[config.mk]
export PLATFORM = sky130hd
export DESIGN_NAME = rr_arbiter_16
export DESIGN_NICKNAME = d
export VERILOG_FILES = /design/src/rtl/rr_arbiter_16_pkg.sv /design/src/rtl/rr_arbiter_16_decoder.sv /design/src/rtl/rr_arbiter_16.sv
export SDC_FILE = /design/constraint.sdc
export NUM_CORES = 1
export LEC_CHECK = 0
export BUFFER_PORTS_ARGS = -buffer_cell sky130_fd_sc_hd__buf_2
export CAP_MARGIN = 20
export CORE_MARGIN = 8
export CORE_UTILIZATION = 34
export DETAILED_ROUTE_END_ITERATION = 7
export HOLD_SLACK_MARGIN = 0.03
export SYNTH_ARGS = -nofsm -noshare
export SYNTH_HDL_FRONTEND = slang
export SYNTH_SLANG_ARGS = --single-unit
[constraint.sdc]
create_clock -name clk -period 4.45 [get_ports clk]
set_input_delay 0.445 -clock clk [delete_from_list [all_inputs] [get_ports clk]]
set_output_delay 0.445 -clock clk [all_outputs]
set_load 0.01 [all_outputs]
[src/rtl/rr_arbiter_16_pkg.sv]
// Shared definitions for the 16-requester round-robin arbiter:
// state encoding, requester count and owner index width.
package rr_arbiter_16_pkg;

  localparam int NUM_REQ = 16;
  localparam int IDX_W   = 4;

  typedef enum logic {
    ST_IDLE  = 1'b0,
    ST_GRANT = 1'b1
  } state_t;

endpackage

[src/rtl/rr_arbiter_16_decoder.sv]
// 4-to-16 one-hot decoder with an enable; the output is all-zero when disabled.
module decoder_4x16 (
  input  logic [3:0]  inputs,
  input  logic        enabled,
  output logic [15:0] outputs
);

  // One-hot decode of the index, gated by enable
  always_comb begin
    outputs = 16'h0000;
    if (enabled) begin
      outputs[inputs] = 1'b1;
    end else begin
      outputs = 16'h0000;
    end
  end

endmodule

[src/rtl/rr_arbiter_16.sv]
// 16-requester round-robin arbiter with a bounded hold time per owner and
// a one-cycle grant latency; grant is decoded from registered state only.
module rr_arbiter_16
  import rr_arbiter_16_pkg::*;
#(
  parameter int HOLD_MAX = 8
) (
  input  logic               clk,
  input  logic               rst_n,
  input  logic               enabled,
  input  logic [NUM_REQ-1:0] requests,
  output logic [NUM_REQ-1:0] grant,
  output logic [IDX_W-1:0]   grant_idx,
  output logic               grant_valid
);

  localparam logic [IDX_W-1:0] HOLD_LAST = IDX_W'(HOLD_MAX - 1);

  state_t             r_state;
  logic [IDX_W-1:0]   r_idx;
  logic [IDX_W-1:0]   r_pointer;
  logic [IDX_W-1:0]   r_hold;

  logic [NUM_REQ-1:0] w_cand;
  logic               w_found;
  logic [IDX_W-1:0]   w_win;
  logic [IDX_W-1:0]   w_pos;
  logic               w_valid;

  assign w_valid     = (r_state == ST_GRANT);
  assign grant_valid = w_valid;
  assign grant_idx   = r_idx;

  // Candidate set: the current owner is never its own successor
  always_comb begin
    w_cand = requests;
    if (r_state == ST_GRANT) begin
      w_cand = requests & ~(16'h0001 << r_idx);
    end else begin
      w_cand = requests;
    end
  end

  // Round-robin search starting just after the last owner, wrapping onto it
  always_comb begin
    w_found = 1'b0;
    w_win   = r_pointer;
    w_pos   = r_pointer;
    for (int i = 0; i < NUM_REQ; i++) begin
      w_pos = r_pointer + IDX_W'(i) + 4'd1;
      if (!w_found && w_cand[w_pos]) begin
        w_found = 1'b1;
        w_win   = w_pos;
      end else begin
        w_found = w_found;
      end
    end
  end

  // Arbitration FSM: owner, last-owner pointer and hold counter
  always_ff @(posedge clk or negedge rst_n) begin
    if (!rst_n) begin
      r_state   <= ST_IDLE;
      r_idx     <= 4'd0;
      r_pointer <= 4'hF;
      r_hold    <= 4'd0;
    end else if (!enabled) begin
      r_state <= ST_IDLE;
      r_hold  <= 4'd0;
    end else begin
      case (r_state)
        ST_IDLE: begin
          if (w_found) begin
            r_state   <= ST_GRANT;
            r_idx     <= w_win;
            r_pointer <= w_win;
            r_hold    <= 4'd0;
          end
        end
        ST_GRANT: begin
          if (requests[r_idx]) begin
            if ((r_hold == HOLD_LAST) && w_found) begin
              r_idx     <= w_win;
              r_pointer <= w_win;
              r_hold    <= 4'd0;
            end else if (r_hold != HOLD_LAST) begin
              r_hold <= r_hold + 4'd1;
            end
          end else if (w_found) begin
            // Hand over directly, no idle bubble
            r_idx     <= w_win;
            r_pointer <= w_win;
            r_hold    <= 4'd0;
          end else begin
            r_state <= ST_IDLE;
            r_hold  <= 4'd0;
          end
        end
        default: begin
          r_state <= ST_IDLE;
          r_hold  <= 4'd0;
        end
      endcase
    end
  end

  decoder_4x16 u_decoder (
    .inputs  (r_idx),
    .enabled (w_valid),
    .outputs (grant)
  );

endmodule

* Word level (Yosys, flattened, before mapping)
Cells that the tools add are included.
** Word-level totals
- Bits in registers :: 13
- Output and inout bits :: 21
- Bits of input ports :: 19
** Operators by class
- Shift operators :: 1
- Add/subtract/negate cells :: 31
- Equality and inequality tests :: 5
- $lt $le $gt $ge :: 18
- Reductions and logical operators :: 34
- Bitwise gates (word level) :: 3
- Multiplexer cells :: 87
** Operators with widths (count)
- $mux 4 :: 26
- $lt 4x5->1 const B :: 17
- $add 4x1->4 const B :: 17
- $bmux 1 s4 :: 17
- $mux 1 :: 37
- $add 4x4->4 const B :: 8
- $mux 16 :: 2
- $pmux 4 s2 :: 3
- $logic_and 1x1->1 :: 17
- $add 4x3->4 const B :: 4
- $and 16x16->16 :: 1
- $not 16->16 :: 1
- $shl 1x4->16 const A :: 1
- $logic_not 1->1 :: 15
- $add 4x2->4 const B :: 2
- $ne 5x3->1 const B :: 1
- $demux 1 s4 :: 1
- $eq 4x3->1 const B :: 1
- $ge 4x1->1 const B :: 1
- $ne 4x3->1 const B :: 1
- $reduce_and 2->1 :: 2
- $ne 3x2->1 const B :: 1
- $ne 3x3->1 const B :: 1
- $pmux 1 s2 :: 1
- $not 1->1 :: 1

* Depth between registers and ports, before layout
- Depth after elaboration :: 57
- Depth in mapped cells :: 19
- Gate-level depth less buffers :: 13

* Modules after synthesis
A second synthesis with hierarchy kept.
** Second synthesis, totals
- Cell total of the unflattened synthesis :: 545
- Area total of the unflattened synthesis :: 4296.6 um^2
** Modules (own cells, without submodules)
- rr_arbiter_16 :: area an instance 4179.0 um^2, cells an instance 522, instances 1, seq. area each 330.3 um^2
- decoder_4x16 :: area an instance 117.6 um^2, cells an instance 23, instances 1, seq. area each 0.0 um^2

* Worst setup path before layout
Ideal clock, no wire load.
- Path kind :: register to register
- From :: register r_pointer[0]
- To :: register r_hold[1]
- Library setup time :: 0.120 ns
- Cell stages (with the launch flop) :: 18
- Required time :: 4.330 ns
- Buffers on the path :: 6
- Arrival time :: 4.440 ns
- Path slack :: -0.110 ns
- Clock period less this slack :: 4.560 ns
- Path through :: dfstp_2 -> buf_2 -> inv_1 -> clkbuf_1 -> clkbuf_1 -> ha_1 -> xnor2_1 -> clkbuf_1 -> o21ai_0 -> a21oi_1 -> o31ai_1 -> or4_4 -> buf_6 -> or3_1 -> buf_4 -> a21oi_4 -> mux2i_1 -> nor2b_1
** Between the ends
- Word-level cells in the longest chain between the ends :: 54
- Elaborated cells on any way between the ends :: 116
** RTL lines
- from (decl) :: line rr_arbiter_16.sv:21 : logic [IDX_W-1:0] r_pointer;
- from (signal assigned) :: line rr_arbiter_16.sv:76 : r_pointer <= w_win;
- from (signal assigned) :: line rr_arbiter_16.sv:84 : r_pointer <= w_win;
- from (signal assigned) :: line rr_arbiter_16.sv:92 : r_pointer <= w_win;
- branches (longest 48 deep; another with $add 4x1->4)
- $mux 1 (*) :: line rr_arbiter_16.sv:51 : if (!w_found && w_cand[w_pos]) begin
- $logic_and 1x1->1 :: line rr_arbiter_16.sv:82 : if ((r_hold == HOLD_LAST) && w_found) begin
- $mux 4 :: line rr_arbiter_16.sv:82
- $mux 4 :: line rr_arbiter_16.sv:81 : if (requests[r_idx]) begin
- $pmux 4 s2 :: line rr_arbiter_16.sv:71 : case (r_state)
- $mux 4 :: line rr_arbiter_16.sv:67 : end else if (!enabled) begin
- to (signal assigned) :: line rr_arbiter_16.sv:87 : r_hold <= r_hold + 4'd1;
- to (decl) :: line rr_arbiter_16.sv:22 : logic [IDX_W-1:0] r_hold;
Every way passes the cells marked *. The select of a mux whose other input is x is not followed.
A chain may end at the register's enable or synchronous reset.

* Final worst setup path
- From :: register r_idx[0] (netlist: grant_idx[0])
- To :: register r_hold[1]
** Between the ends
- Word-level cells in the longest chain between the ends :: 57
- Elaborated cells on any way between the ends :: 92
** RTL lines
- from (decl) :: line rr_arbiter_16.sv:20 : logic [IDX_W-1:0] r_idx;
- from (signal assigned) :: line rr_arbiter_16.sv:75 : r_idx <= w_win;
- from (signal assigned) :: line rr_arbiter_16.sv:83 : r_idx <= w_win;
- from (signal assigned) :: line rr_arbiter_16.sv:91 : r_idx <= w_win;
- $shl 1x4->16 :: line rr_arbiter_16.sv:38 : w_cand = requests & ~(16'h0001 << r_idx);
- $not 16->16 :: line rr_arbiter_16.sv:38
- $and 16x16->16 :: line rr_arbiter_16.sv:38
- $mux 16 :: line rr_arbiter_16.sv:37 : if (r_state == ST_GRANT) begin
- $bmux 1 s4 :: line rr_arbiter_16.sv:51
- $mux 1 (implied by the code) :: line rr_arbiter_16.sv:51
- $mux 1 :: line rr_arbiter_16.sv:51
- $logic_not 1->1 :: line rr_arbiter_16.sv:51
- [41 not listed]
- $logic_not 1->1 :: line rr_arbiter_16.sv:51
- $logic_and 1x1->1 :: line rr_arbiter_16.sv:51
- $mux 1 :: line rr_arbiter_16.sv:51
- $logic_and 1x1->1 :: line rr_arbiter_16.sv:82
- $mux 4 :: line rr_arbiter_16.sv:82
- $mux 4 :: line rr_arbiter_16.sv:81
- $pmux 4 s2 :: line rr_arbiter_16.sv:71
- $mux 4 :: line rr_arbiter_16.sv:67
Parallel ways exist; a longest one is shown, timed or not. The select of a mux whose other input is x is not followed.

==> impl_metrics.tcl <==
set metrics [dict create \
    ys_types 82 \
    synth_seq_area_share_pct 8.166 \
    grt.total_usage_pct 21.58 \
    cap_viol_max_count 0 \
    initial_core_util_pct 34.25 \
    path_cells "nand3b_2 > o21ai_0 > o221ai_1 > and4_1 > mux2_2 > or4_4 > or3_1 > a21oi_4 > mux2i_1 > nor2b_1" \
    worst_setup_path_start_kind "flip-flop" \
    die_h_um 125.1 \
    synthMuxAreaShare_pct 21.37 \
    async_reset_ff_share_pct 100.0 \
    r2r_slack_ns 0.21 \
    worstPathRequired_ns 4.58 \
    use_met1_pct 27.25 \
    cp_slowest_cell "o21ai_0" \
    grt_antenna_before_repair 0 \
    drive_gt1_share_pct 29.53 \
    ys.flop_type "dfrtp_1" \
    firstDrtPassIters 5 \
    finalMaxSlewViolations 0 \
    synth_simple_gate_area_share_pct 25.77 \
    clkSlewWorstSetupHoldPaths_ns 0.04 \
    grtUsageMet2_pct 36.05 \
    post-dp-hpwl_um 14000 \
    outcome "complete, no violations" \
    numClockSinks 13 \
    final_cells 760 \
    busiest_layer "met2" \
    cp.arrival_ns 4.37 \
    reg2regPathDepth 10 \
    grt_overflow 0 \
    htreeDepth 1 \
    io_buffer_count 39 \
    synth_top_family_by_area "compound AO/OA/AOI/OAI gates" \
    hold_path_class "in2async" \
    ys_ff_latch 13 \
    grt_pass1_wl_um 27460 \
    synth_compound_area_share_pct 32.29 \
    final_cell_mix "buf_4 (85), nor2_1 (62), nand2_1 (48), buf_2 (39), o21ai_0 (30)" \
    num_antenna_cells 0 \
    fmax_ghz 0.2360 \
    skew_ns 0.001469 \
    die_w_um 125.1 \
    tightest_slew_ns 0.7505 \
    clk_path_buf_depth 2 \
    cts-root-buf "clkbuf_16" \
    placed_cells 756 \
    synthToLayoutAreaGrowth_pct 22.58 \
    finalSetupViolCount 0 \
    cts_hold_buf 0 \
    numCtsBuffers 3 \
    synth_xor_area_share_pct 4.114 \
    period_minus_slack_ns 4.237 \
    final_nets 641 \
    yosysTopAreaCell "mux4_2" \
    synthTopCellsByArea "mux4_2 (12%), nor2_1 (5.8%), dfrtp_1 (5.6%)" \
    via_count 5063 \
    end_kind "flip-flop" \
    max_stage_delay_ns 0.68 \
    crit-reg2reg-launch "grant_idx[0]" \
    drtIter0Drc 598 \
    routed_via_density 6.662 \
    cts_tree "yes" \
    wire_per_inst_um 23.12 \
    r2r-end "r_hold[1]" \
    place_congestion 1.055 \
    pin_count 40 \
    rsz0062_at_grt "false" \
    synth_adder_area_share_pct 2.474 \
    syn-cell-area_um2 4045 \
    fp.dieArea_um2 15640 \
    cts_resized 0 \
    wirelength_um 17570 \
    syn_avg_cell_area_um2 7.734 \
    synth_edf_count 0 \
    row_count 40 \
    final_common_cell "buf_4" \
    first_global_vias 4812 \
    grt_max_degree 25 \
    crit_fanout 14 \
    post_cts_buffers 0 \
    finalHoldViolations 0 \
    yosys.area.top_type_share_pct 12.25 \
    slew_headroom_pct 49.44 \
    netlist_instances 523 \
    ant_nets 0 \
    clkLatencyLatePin_ns 0.24 \
    drc 0 \
    worst-setup-path-type "reg2reg" \
    period_share_pct 95.22 \
    tns_ns 0 \
    met3_usage_pct 2.932 \
    ys_warn_count 0 \
    fp.coreArea_um2 11810 \
    syn_nets 550 \
]
-- routing by layer --
metal | wire [µm] | part of all wire (%)
met4 | 719 | 4.1
met3 | 1608 | 9.2
met1 | 7087 | 40
met2 | 8155 | 46
met5 | 0 | 0
-- worst max-delay path, delay by kind of cell (launching register included) --
family,cells,cell delay (ns)
simple gates,5,1.92
compound gates,3,1.08
mux,2,0.56
flops,1,0.55
-- synth_stat cells (all sizes together) (5+ instances only) --
master / count
o32ai: 6
mux2i: 20
o21ai: 38
o211ai: 14
nand2: 50
inv: 10
dfrtp: 9
clkbuf: 16
o31ai: 6
a221oi: 5
xnor2: 12
xor2: 7
o22ai: 7
o211a: 8
nand3b: 5
and2: 7
nor2: 63
ha: 8
mux4: 26
nand3: 13
and3: 8
nand2b: 8
nor4: 7
o21a: 11
a21oi: 28
buf: 22
nor2b: 6
o221ai: 12
nor3: 12
mux2: 5
-- layout make-up --
class	count	area [µm²]
fillers	1195	6853
multi-input cells	460	3487
repair buffers	124	833.3
flip-flops and latches	13	330.3
well taps	147	183.9
clock buffers	4	78.83
inverters	12	45.04
-- sequential cells by signal, indices dropped and copies added, names as in the netlist --
signal,count
grant_idx,4
r_hold,4
r_pointer,4
grant_valid,1
-- metrics by stage --
| stage | area, µm² | hold slack (ns) | util [%] | setup slack, ns |
|---|---|---|---|---|
| 3_3_place_gp | 4880 | 0.3401 | 41.31 | 0.2536 |
| 6_report | 4959 | 0.07604 | 41.98 | 0.2125 |
| 5_1_grt | 4959 | 0.08728 | 41.98 | 0.02756 |
| 4_1_cts | 4959 | 0.08565 | 41.98 | 0.2108 |
| 2_1_floorplan | 4054 | 0.1494 | - | 0.03615 |
| 3_5_place_dp | 4880 | 0.3403 | 41.31 | 0.2642 |
-- cell families after synthesis --
group,after synthesis
simple gates,202
compound gates,180
xor+xnor,19
fa+ha+maj,8
flops,13
mux,51
buf+inv,50
-- worst max path at each step --
stage            startpoint            to  slack [ns]  cells past startpoint
2_1_floorplan  r_pointer[0]     r_hold[1]        0.04                     18
3_3_place_gp   grant_idx[1]  grant_idx[3]        0.25                     12
3_5_place_dp   grant_idx[0]     r_hold[1]        0.26                     12
4_1_cts        grant_idx[0]  grant_idx[3]        0.21                     12
5_1_grt        r_pointer[0]  grant_idx[1]        0.03                     15
6_report       grant_idx[0]     r_hold[1]        0.21                     10
Power is left out: the tool's default activity adds up to more than one toggle a clock period on the data nets, which glitch-free logic cannot reach.
